--- src/rtl/stat_seq_ctrl.sv ---
`timescale 1ns/1ps
`default_nettype none
// +--------------------------------------------------------------------------+
// | stat_seq_ctrl: tick-paced switch capture and statistics datapath control |
// | Revision: 1.0                                                            |
// +--------------------------------------------------------------------------+
module stat_seq_ctrl #(
  parameter int unsigned TICK_CYCLES = 1_000_000_000,
  parameter int unsigned MAX_N       = 10
) (
  input  logic       clk,
  input  logic       rst_n,
  input  logic [7:0] sw,
  output logic       dp_clr,
  output logic       dp_load,
  output logic [7:0] dp_data,
  output logic       dp_start,
  output logic [1:0] dp_op,
  output logic [7:0] dp_n,
  input  logic       dp_done,
  input  logic [7:0] dp_result,
  output logic [7:0] led,
  output logic [2:0] state_o,
  output logic       busy
);

  localparam int unsigned     CNT_W     = (TICK_CYCLES > 1) ? $clog2(TICK_CYCLES) : 1;
  localparam logic [CNT_W-1:0] TICK_LAST = CNT_W'(TICK_CYCLES - 1);
  localparam logic [7:0]       MAX_N_B   = 8'(MAX_N);

  typedef enum logic [2:0] {
    S_GET_N    = 3'd0,
    S_GET_DATA = 3'd1,
    S_GET_OP   = 3'd2,
    S_WAIT     = 3'd3,
    S_SHOW     = 3'd4,
    S_ERR      = 3'd5
  } state_t;

  state_t           state_q, state_d;
  logic [CNT_W-1:0] cnt_q, cnt_d;
  logic             tick;
  logic [7:0]       n_q, n_d;
  logic [7:0]       idx_q, idx_d;
  logic [7:0]       led_q, led_d;
  logic [7:0]       data_q, data_d;
  logic [1:0]       op_q, op_d;
  logic [7:0]       dpn_q, dpn_d;
  logic             clr_q, clr_d;
  logic             load_q, load_d;
  logic             start_q, start_d;
  logic             busy_q, busy_d;

  // Free-running sample tick; the strobe decodes the terminal count.
  assign tick  = (cnt_q == TICK_LAST);
  assign cnt_d = tick ? '0 : cnt_q + 1'b1;

  always_comb begin
    state_d = state_q;
    n_d     = n_q;
    idx_d   = idx_q;
    led_d   = led_q;
    data_d  = data_q;
    op_d    = op_q;
    dpn_d   = dpn_q;
    clr_d   = 1'b0;
    load_d  = 1'b0;
    start_d = 1'b0;

    case (state_q)
      S_GET_N: begin
        if (tick) begin
          n_d   = sw;
          led_d = sw;
          if ((sw == 8'd0) || (sw > MAX_N_B)) begin
            led_d   = 8'hFF;
            state_d = S_ERR;
          end else begin
            clr_d   = 1'b1;
            idx_d   = 8'd0;
            dpn_d   = sw;
            state_d = S_GET_DATA;
          end
        end
      end
      S_GET_DATA: begin
        if (tick) begin
          load_d = 1'b1;
          data_d = sw;
          led_d  = sw;
          idx_d  = idx_q + 8'd1;
          if (idx_q == (n_q - 8'd1)) begin
            state_d = S_GET_OP;
          end
        end
      end
      S_GET_OP: begin
        if (tick) begin
          op_d    = (sw >= 8'd3) ? 2'd3 : sw[1:0];
          led_d   = sw;
          start_d = 1'b1;
          state_d = S_WAIT;
        end
      end
      // Completion wins over a coincident tick, which is simply dropped.
      S_WAIT: begin
        if (dp_done) begin
          led_d   = dp_result;
          state_d = S_SHOW;
        end
      end
      S_SHOW: begin
        if (tick) begin
          state_d = S_GET_N;
        end
      end
      S_ERR: begin
        led_d = 8'hFF;
        if (tick) begin
          state_d = S_GET_N;
        end
      end
      default: begin
        state_d = S_GET_N;
      end
    endcase

    busy_d = (state_d == S_WAIT);
  end

  always_ff @(posedge clk or negedge rst_n) begin
    if (!rst_n) begin
      state_q <= S_GET_N;
      cnt_q   <= '0;
      n_q     <= 8'd0;
      idx_q   <= 8'd0;
      led_q   <= 8'd0;
      data_q  <= 8'd0;
      op_q    <= 2'd0;
      dpn_q   <= 8'd0;
      clr_q   <= 1'b0;
      load_q  <= 1'b0;
      start_q <= 1'b0;
      busy_q  <= 1'b0;
    end else begin
      state_q <= state_d;
      cnt_q   <= cnt_d;
      n_q     <= n_d;
      idx_q   <= idx_d;
      led_q   <= led_d;
      data_q  <= data_d;
      op_q    <= op_d;
      dpn_q   <= dpn_d;
      clr_q   <= clr_d;
      load_q  <= load_d;
      start_q <= start_d;
      busy_q  <= busy_d;
    end
  end

  assign dp_clr   = clr_q;
  assign dp_load  = load_q;
  assign dp_data  = data_q;
  assign dp_start = start_q;
  assign dp_op    = op_q;
  assign dp_n     = dpn_q;
  assign led      = led_q;
  assign state_o  = state_q;
  assign busy     = busy_q;

endmodule
`default_nettype wire

--- config.mk ---
export PLATFORM = sky130hd
export DESIGN_NAME = stat_seq_ctrl
export DESIGN_NICKNAME = d
export VERILOG_FILES = /design/src/rtl/stat_seq_ctrl.sv
export SDC_FILE = /design/constraint.sdc
export NUM_CORES = 1
export LEC_CHECK = 0
export CELL_PAD_IN_SITES_DETAIL_PLACEMENT = 1
export CELL_PAD_IN_SITES_GLOBAL_PLACEMENT = 1
export CORE_AREA = 2 2 99 101
export CTS_CLUSTER_DIAMETER = 30
export DETAILED_ROUTE_END_ITERATION = 16
export DIE_AREA = 0 0 101 103
export GPL_ROUTABILITY_DRIVEN = 0
export PLACE_DENSITY = 0.89
export SYNTH_ARGS = -nofsm -noshare
export SYNTH_HDL_FRONTEND = slang
export SYNTH_SLANG_ARGS = --single-unit
export TNS_END_PERCENT = 100
--- constraint.sdc ---
create_clock -name clk -period 2.7 [get_ports clk]
set_input_delay 0.54 -clock clk [delete_from_list [all_inputs] [get_ports clk]]
set_output_delay 0.54 -clock clk [all_outputs]
set_load 0.03 [all_outputs]
==> impl_summary.log, run 1 <==
[metrics] outcome: finished, final reports clean
[metrics] width of the chip: 101 um
[metrics] fraction of layout cells with a size suffix above 1: 0.0884
[metrics] Tmin final: 2.40 ns
[metrics] DRC marker count from the first detailed-route iteration: 92
[metrics] maximum clock skew at final layout: 0.0122 ns
[metrics] Crit. End Element: register
[metrics] Async SR Flop Fraction: 1.00
[metrics] syn avg cell area: 9.75 sq um
[metrics] number of clock sinks seen by CTS: 79
[metrics] largest vdd supply drop: 0.000215 V
[metrics] setup TNS after final layout: 0 ns
[metrics] fill cell instance count of the final layout: 1060
[metrics] CP Max Fanout: 5
[metrics] initial standard-cell utilization of the core: 0.408
[metrics] via total after detailed routing: 3211
[metrics] Hold/Removal Path Class: input pin to async pin
[metrics] # DRC: 0
[metrics] die outline area: 0.0104 sq mm
[metrics] number of buffer and inverter stages on the critical path: 0
[metrics] signal arrival time at the worst endpoint: 2.64 ns
[metrics] reported leakage power: 2.07 nW
[metrics] site row count: 36
[metrics] number of CTS-inserted buffers: 9
[metrics] Highest Clock Rate: 416 MHz
[metrics] commonest register cell after synthesis: dfrtp_1
[metrics] Post-Synthesis Net Count: 418
[metrics] maximum number of pins on one net before global-route repair: 80
[metrics] number of antenna violations at the first check in global routing: 0
[metrics] aggregate global-route resource usage: 0.210
[metrics] CP top delay family: simple AND/OR/NAND/NOR gates
[metrics] final hold slack: 0.202 ns
[metrics] Final ANT Viol Nets: 0
[metrics] CP required: 2.94 ns
[metrics] most frequent cells in the layout: dfrtp_1 (79), nand2_1 (62), clkdlybuf4s50_1 (50), nor2_1 (32), o21ai_0 (28)
[metrics] Detailed Route WL: 10.2 mm
[metrics] sequential-to-total area share from yosys stat: 0.512
[metrics] sum of net half-perimeters after detailed placement: 7.37 mm
[metrics] Gate Count Post-Synth: 396
[metrics] Antenna Diode Count: 0
[metrics] Maximum Capacitance Violations: 0
[metrics] overall overflow remaining after global route: 0
[metrics] Final setup viols: 0
[metrics] total power after layout: 2.17 mW
[metrics] post-layout instance area: 0.00478 sq mm
[metrics] clock tree from TritonCTS: built
[metrics] via count of the first global-routing pass: 3501
[metrics] Via-to-Cell Ratio: 5.56
[metrics] Synth-to-Final Area Change: 23.8%
[metrics] Synth Register Bits: 79
[metrics] number of enable flip-flop cells after synthesis: 0
[metrics] max_slew headroom: 0.550
[metrics] number of buffers added on ports: 51
[metrics] slowest cell on the critical path: or3_4
[metrics] wire length of the first global-routing pass: 17.0 mm
[metrics] Post-CTS Hold Buffers: 0
[metrics] Clk pin slew, worst setup/hold paths: 0.09 ns
[metrics] number of distinct library cells after synthesis: 47
[metrics] core box area: 0.00946 sq mm
[metrics] H-tree depth: 3
[metrics] Least-Margin Pin Slew: 0.670 ns
[metrics] first-pass iteration count of the detailed router: 4
[metrics] Routed wire per std cell: 17.7 um
[metrics] number of placed instances with taps included: 561
[metrics] CP Launch Type: register
[metrics] peak per-stage delay on the critical path: 0.42 ns
[metrics] I/O Pins: 52
[metrics] Post-Layout Cell Count: 578
[metrics] total count of hold-check failures in the final report: 0
[metrics] CTS max path bufs: 2
[metrics] ratio of final minimum period to clock period: 0.889
[metrics] Post-layout nets: 481
[metrics] power density cells: 454 mW/mm^2
[metrics] number of warnings reported in the yosys synthesis log: 0
[metrics] placed standard-cell area: 0.00456 sq mm
[metrics] CTS Root Cell: clkbuf_8
[metrics] max-slew violations: 0
[metrics] setup repair after global routing missed its margin: false
[metrics] Cell Chain, Critical Path: ha_1, and4_1, nand2_1, or3_4, and4b_1, mux2_1
[metrics] die height: 103 um
[metrics] Post-Syn Area: 0.00386 sq mm
[metrics] worst setup path category: register to register
[metrics] clk_lat worst skew: 0.35 ns
[metrics] leading cell type in the layout, fill and taps excluded: dfrtp_1
-- Yosys cell counts, types with 8 or more instances --
| cell | instances | area, sq um |
|---|---|---|
| mux2_1 | 8 | 90.1 |
| a21oi_1 | 13 | 65.1 |
| xnor2_1 | 17 | 149 |
| or3_1 | 8 | 50.1 |
| and3_1 | 9 | 56.3 |
| nand3_1 | 14 | 70.1 |
| xor2_1 | 15 | 131 |
| dfrtp_1 | 79 | 1980 |
| clkbuf_1 | 9 | 33.8 |
| nor2_1 | 32 | 120 |
| o22a_1 | 8 | 70.1 |
| o21ai_0 | 29 | 145 |
| nand2_1 | 62 | 233 |
-- report_power, final --
group | leakage (nW) | switching (mW) | internal [mW]
Clock | 0.0929 | 0.472 | 0.437
Sequential | 0.985 | 0.000113 | 1.18
Combinational | 0.994 | 0.0445 | 0.0361
-- cell type report --
type | count | area (sq um) | area share
clock inverters | 7 | 78.8 | 0.0165
clock buffers | 9 | 124 | 0.0259
repair buffers | 67 | 641 | 0.134
flip-flops and latches | 79 | 1980 | 0.414
multi-input cells | 295 | 1790 | 0.374
inverters | 7 | 26.3 | 0.00550
well taps | 114 | 143 | 0.0299
-- final timing paths --
| kind | from | endpoint | slack [ns] | cells past startpoint |
|---|---|---|---|---|
| max | cnt_q[0] | dp_n[2] | 0.30 | 6 |
| min | rst_n | dp_data[7] | 0.20 | 2 |
| max reg2reg | cnt_q[0] | dp_n[2] | 0.30 | 6 |
| min reg2reg | dp_data[0] | dp_data[0] | 0.48 | 2 |
| max in group asynchronous | rst_n | cnt_q[26] | 2.15 | 2 |
| min in group clk | dp_data[0] | dp_data[0] | 0.48 | 2 |
-- metrics by stage --
| stage | setup WS (ns) | util |
|---|---|---|
| after CTS | 0.0409 | 0.504 |
| after detailed placement | -0.0223 | 0.482 |
| final | 0.299 | 0.505 |
| after global placement | 0.0513 | 0.482 |
| after global routing | 0.0537 | 0.505 |
| after floorplan | 0.575 | - |
-- layer usage --
layer,global-route usage,vias to the layer above,part of all wire
li1,-,1524,-
met1,0.246,1588,0.42
met2,0.384,81,0.52
met3,0.0359,18,0.044
met4,0.0821,0,0.019
met5,0,-,0
-- registers in the layout (all words and copies together), names as in the netlist --
register	cells
cnt_q	30
dp_data	8
dp_n	8
idx_q	8
led	8
n_q	8
state_o	3
dp_op	2
busy	1
dp_clr	1
dp_load	1
dp_start	1
-- worst register-to-register path, cell delays in order, from the launching register on --
cell	delay [ns]
dfrtp_1	0.41
ha_1	0.22
and4_1	0.32
nand2_1	0.15
or3_4	0.42
and4b_1	0.40
mux2_1	0.36
-- kinds of logic after synthesis --
| family | after synthesis | share of synthesized area |
|---|---|---|
| and+or+nand+nor | 175 | 0.232 |
| DFF | 79 | 0.512 |
| AOI/OAI and AO/OA | 76 | 0.121 |
| xor gates and xnor gates | 32 | 0.0726 |
| buffers and inverters | 22 | 0.0262 |
| muxes | 9 | 0.0262 |
| adders and majority gates | 3 | 0.00972 |
-- timing repair --
action	CTS	global route
setup buffers	0	1
gates resized for setup	0	2
setup endpoints to repair	0	9
Note: power is estimated with default switching activity, not from simulation.
==> run 2, diff against run 1 <==
==> constraint.sdc (replaced) <==
create_clock -name clk -period 2.3 [get_ports clk]
set_input_delay 0.46 -clock clk [delete_from_list [all_inputs] [get_ports clk]]
set_output_delay 0.46 -clock clk [all_outputs]
set_load 0.03 [all_outputs]
==> impl_summary.log, run 2 (same netlist as run 1, synthesis figures left out) <==
[metrics] outcome: finished, final reports clean
[metrics] combined area of the multi-input logic cells: 0.00183 sq mm (+2.2%)
[metrics] # DRC: 0 (unchanged)
[metrics] Post-Layout Cell Count: 594 (+2.8%)
[metrics] aggregate global-route resource usage: 0.223 (+0.0127)
[metrics] number of buffer and inverter stages on the critical path: 0 (unchanged)
[metrics] CP Max Fanout: 5 (unchanged)
[metrics] R2R Setup Slk: 0.09 ns (-0.21 ns)
[metrics] Antenna Diode Count: 0 (unchanged)
[metrics] width of the chip: 101 um (unchanged)
[metrics] peak per-stage delay on the critical path: 0.42 ns (about the same)
[metrics] first-pass iteration count of the detailed router: 4 (unchanged)
[metrics] via total after detailed routing: 3320 (+3.4%)
[metrics] Routed wire per std cell: 18.6 um (+5.1%)
[metrics] post-layout instance area: 0.00496 sq mm (+3.8%)
[metrics] wire length of the first global-routing pass: 17.8 mm (+4.7%)
[metrics] fraction of layout cells with a size suffix above 1: 0.131 (+0.0429)
[metrics] core box area: 0.00946 sq mm (unchanged)
[metrics] post-placement worst setup slack: -0.256 ns (-0.234 ns)
[metrics] Highest Clock Rate: 452 MHz (+8.5%)
[metrics] setup repair after global routing missed its margin: true
[metrics] die height: 103 um (unchanged)
[metrics] CTS Root Cell: clkbuf_8
[metrics] placed standard-cell area: 0.00463 sq mm (+1.5%)
[metrics] met3 WL post-DR: 476 um (+6.3%)
[metrics] via count of the first global-routing pass: 3518 (+0.49%)
[metrics] CP Launch Type: register
[metrics] H-tree depth: 3 (unchanged)
[metrics] slowest cell on the critical path: or3_4
[metrics] area used by sequential logic in the layout: 0.00198 sq mm (unchanged)
[metrics] fill cell instance count of the final layout: 1048 (-1.1%)
[metrics] CP top delay family: simple AND/OR/NAND/NOR gates
[metrics] smallest setup slack after layout: 0.0871 ns (-0.211 ns)
[metrics] amount of wire on met2 after detailed routing: 5.66 mm (+7.5%)
[metrics] worst setup path category: register to register
[metrics] met1 layer wirelength in the final routing: 4.64 mm (+7.5%)
[metrics] Cell Chain, Critical Path: ha_2, and4_4, nand2_2, or3_4, and4b_2, mux2_1
[metrics] number of CTS-inserted buffers: 9 (unchanged)
[metrics] ratio of final minimum period to clock period: 0.962 (+0.0727)
[metrics] maximum clock skew at final layout: 0.00888 ns (-0.00332 ns)
[metrics] reported leakage power: 2.19 nW (+5.8%)
[metrics] max_slew headroom: 0.306 (-0.245)
[metrics] most frequent cells in the layout: dfrtp_1 (79), nand2_1 (61), clkdlybuf4s50_1 (50), nor2_1 (32), buf_4 (32)
[metrics] site row count: 36 (unchanged)
[metrics] number of buffers added on ports: 51 (unchanged)
[metrics] Top reg by flops: cnt_q
[metrics] die outline area: 0.0104 sq mm (unchanged)
[metrics] number of antenna violations at the first check in global routing: 0 (unchanged)
[metrics] clk_lat worst skew: 0.35 ns (about the same)
[metrics] clock tree from TritonCTS: built
[metrics] Hold/Removal Path Class: input pin to async pin
[metrics] Final setup viols: 0 (unchanged)
[metrics] sum of net half-perimeters after detailed placement: 7.71 mm (+4.6%)
[metrics] leading cell type in the layout, fill and taps excluded: dfrtp_1
[metrics] Detailed Route WL: 11.1 mm (+8.0%)
[metrics] total count of hold-check failures in the final report: 0 (unchanged)
[metrics] signal arrival time at the worst endpoint: 2.45 ns (-0.19 ns)
[metrics] CTS max path bufs: 2 (unchanged)
[metrics] max-slew violations: 0 (unchanged)
[metrics] Post-CTS Hold Buffers: 0 (unchanged)
[metrics] Post-layout nets: 497 (+3.3%)
[metrics] Final ANT Viol Nets: 0 (unchanged)
[metrics] Least-Margin Pin Slew: 1.04 ns (+0.372 ns)
[metrics] initial standard-cell utilization of the core: 0.408 (unchanged)
[metrics] CP required: 2.54 ns (-0.40 ns)
[metrics] largest vdd supply drop: 0.000308 V (+43%)
[metrics] I/O Pins: 52 (unchanged)
[metrics] overall overflow remaining after global route: 0 (unchanged)
[metrics] number of flip-flops in the largest register: 30 (unchanged)
[metrics] Synth-to-Final Area Change: 28.4%
[metrics] Tmin final: 2.21 ns (-0.189 ns)
[metrics] number of placed instances with taps included: 572 (+2.0%)
[metrics] Via-to-Cell Ratio: 5.59 (+0.61%)
[metrics] Maximum Capacitance Violations: 0 (unchanged)
[metrics] number of clock sinks seen by CTS: 79 (unchanged)
[metrics] top layer used by detailed routing: met4
[metrics] Clk pin slew, worst setup/hold paths: 0.08 ns (about the same)
[metrics] Crit. End Element: register
[metrics] power density cells: 540 mW/mm^2 (+19%)
[metrics] DRC marker count from the first detailed-route iteration: 110 (+20%)
[metrics] maximum number of pins on one net before global-route repair: 80 (unchanged)
run 2: cell count changes in the layout (fill, tap and decap cells not counted), sizes merged:
| cell | before | now |
|---|---|---|
| clkbuf | 9 | 12 |
| inv | 10 | 7 |
| buf | 17 | 33 |
| clkinvlp | 3 | 0 |
| bufinv | 1 | 2 |
| clkinv | 0 | 2 |
run 2: cell type report:
type,count,area share
inverters,7,0.00530
multi-input cells,295,0.369
well taps,114,0.0288
flip-flops and latches,79,0.399
clock buffers,12,0.0313
clock inverters,4,0.0156
repair buffers,83,0.152
run 2: worst reg2reg max path, delay by kind of cell (launching register included):
kind | cells | cell delay (ns)
flip-flops | 1 | 0.41
multiplexers | 1 | 0.34
AND/OR/NAND/NOR | 4 | 1.12
adder cells (fa/ha/maj) | 1 | 0.23
run 2: final timing paths:
path | from | to | cells after the start
max | cnt_q[1] | dp_n[3] | 6
min in group clk | dp_data[2] | dp_data[2] | 2
max reg2reg | cnt_q[1] | dp_n[3] | 6
min | rst_n | dp_data[7] | 1
max in group asynchronous | rst_n | dp_data[1] | 1
min reg2reg | dp_data[2] | dp_data[2] | 2
run 2: through the flow:
step,TNS [ns],hold slack (ns),power (mW),util
after floorplan,0,0.164,1.43,-
after global placement,-1.79,0.451,1.51,0.490
after detailed placement,-3.51,0.461,1.51,0.490
after CTS,0,0.312,2.70,0.517
after global routing,-0.00124,0.335,2.78,0.524
final,0,0.247,2.68,0.524
run 2: report_power, final:
group	leakage (nW)	switching, mW	internal (mW)	total, mW
logic	1.09	0.0526	0.0408	0.0934
registers	0.985	0.000120	1.39	1.39
clock network	0.117	0.523	0.676	1.20
total	2.19	0.576	2.10	2.68
run 2: timing repair:
action / CTS / global route
setup buffers: 0 / 6
pin swaps: 0 / 2
gates resized for setup: 5 / 6
endpoints found under the hold margin: 0 / 0
cloned: 0 / 0
setup endpoints to repair: 13 / 27
run 2: layer usage:
metal	vias to the layer above	global-route usage
met3	18	0.0536
met5	-	0
met1	1669	0.260
met2	85	0.405
li1	1548	-
met4	0	0.0717
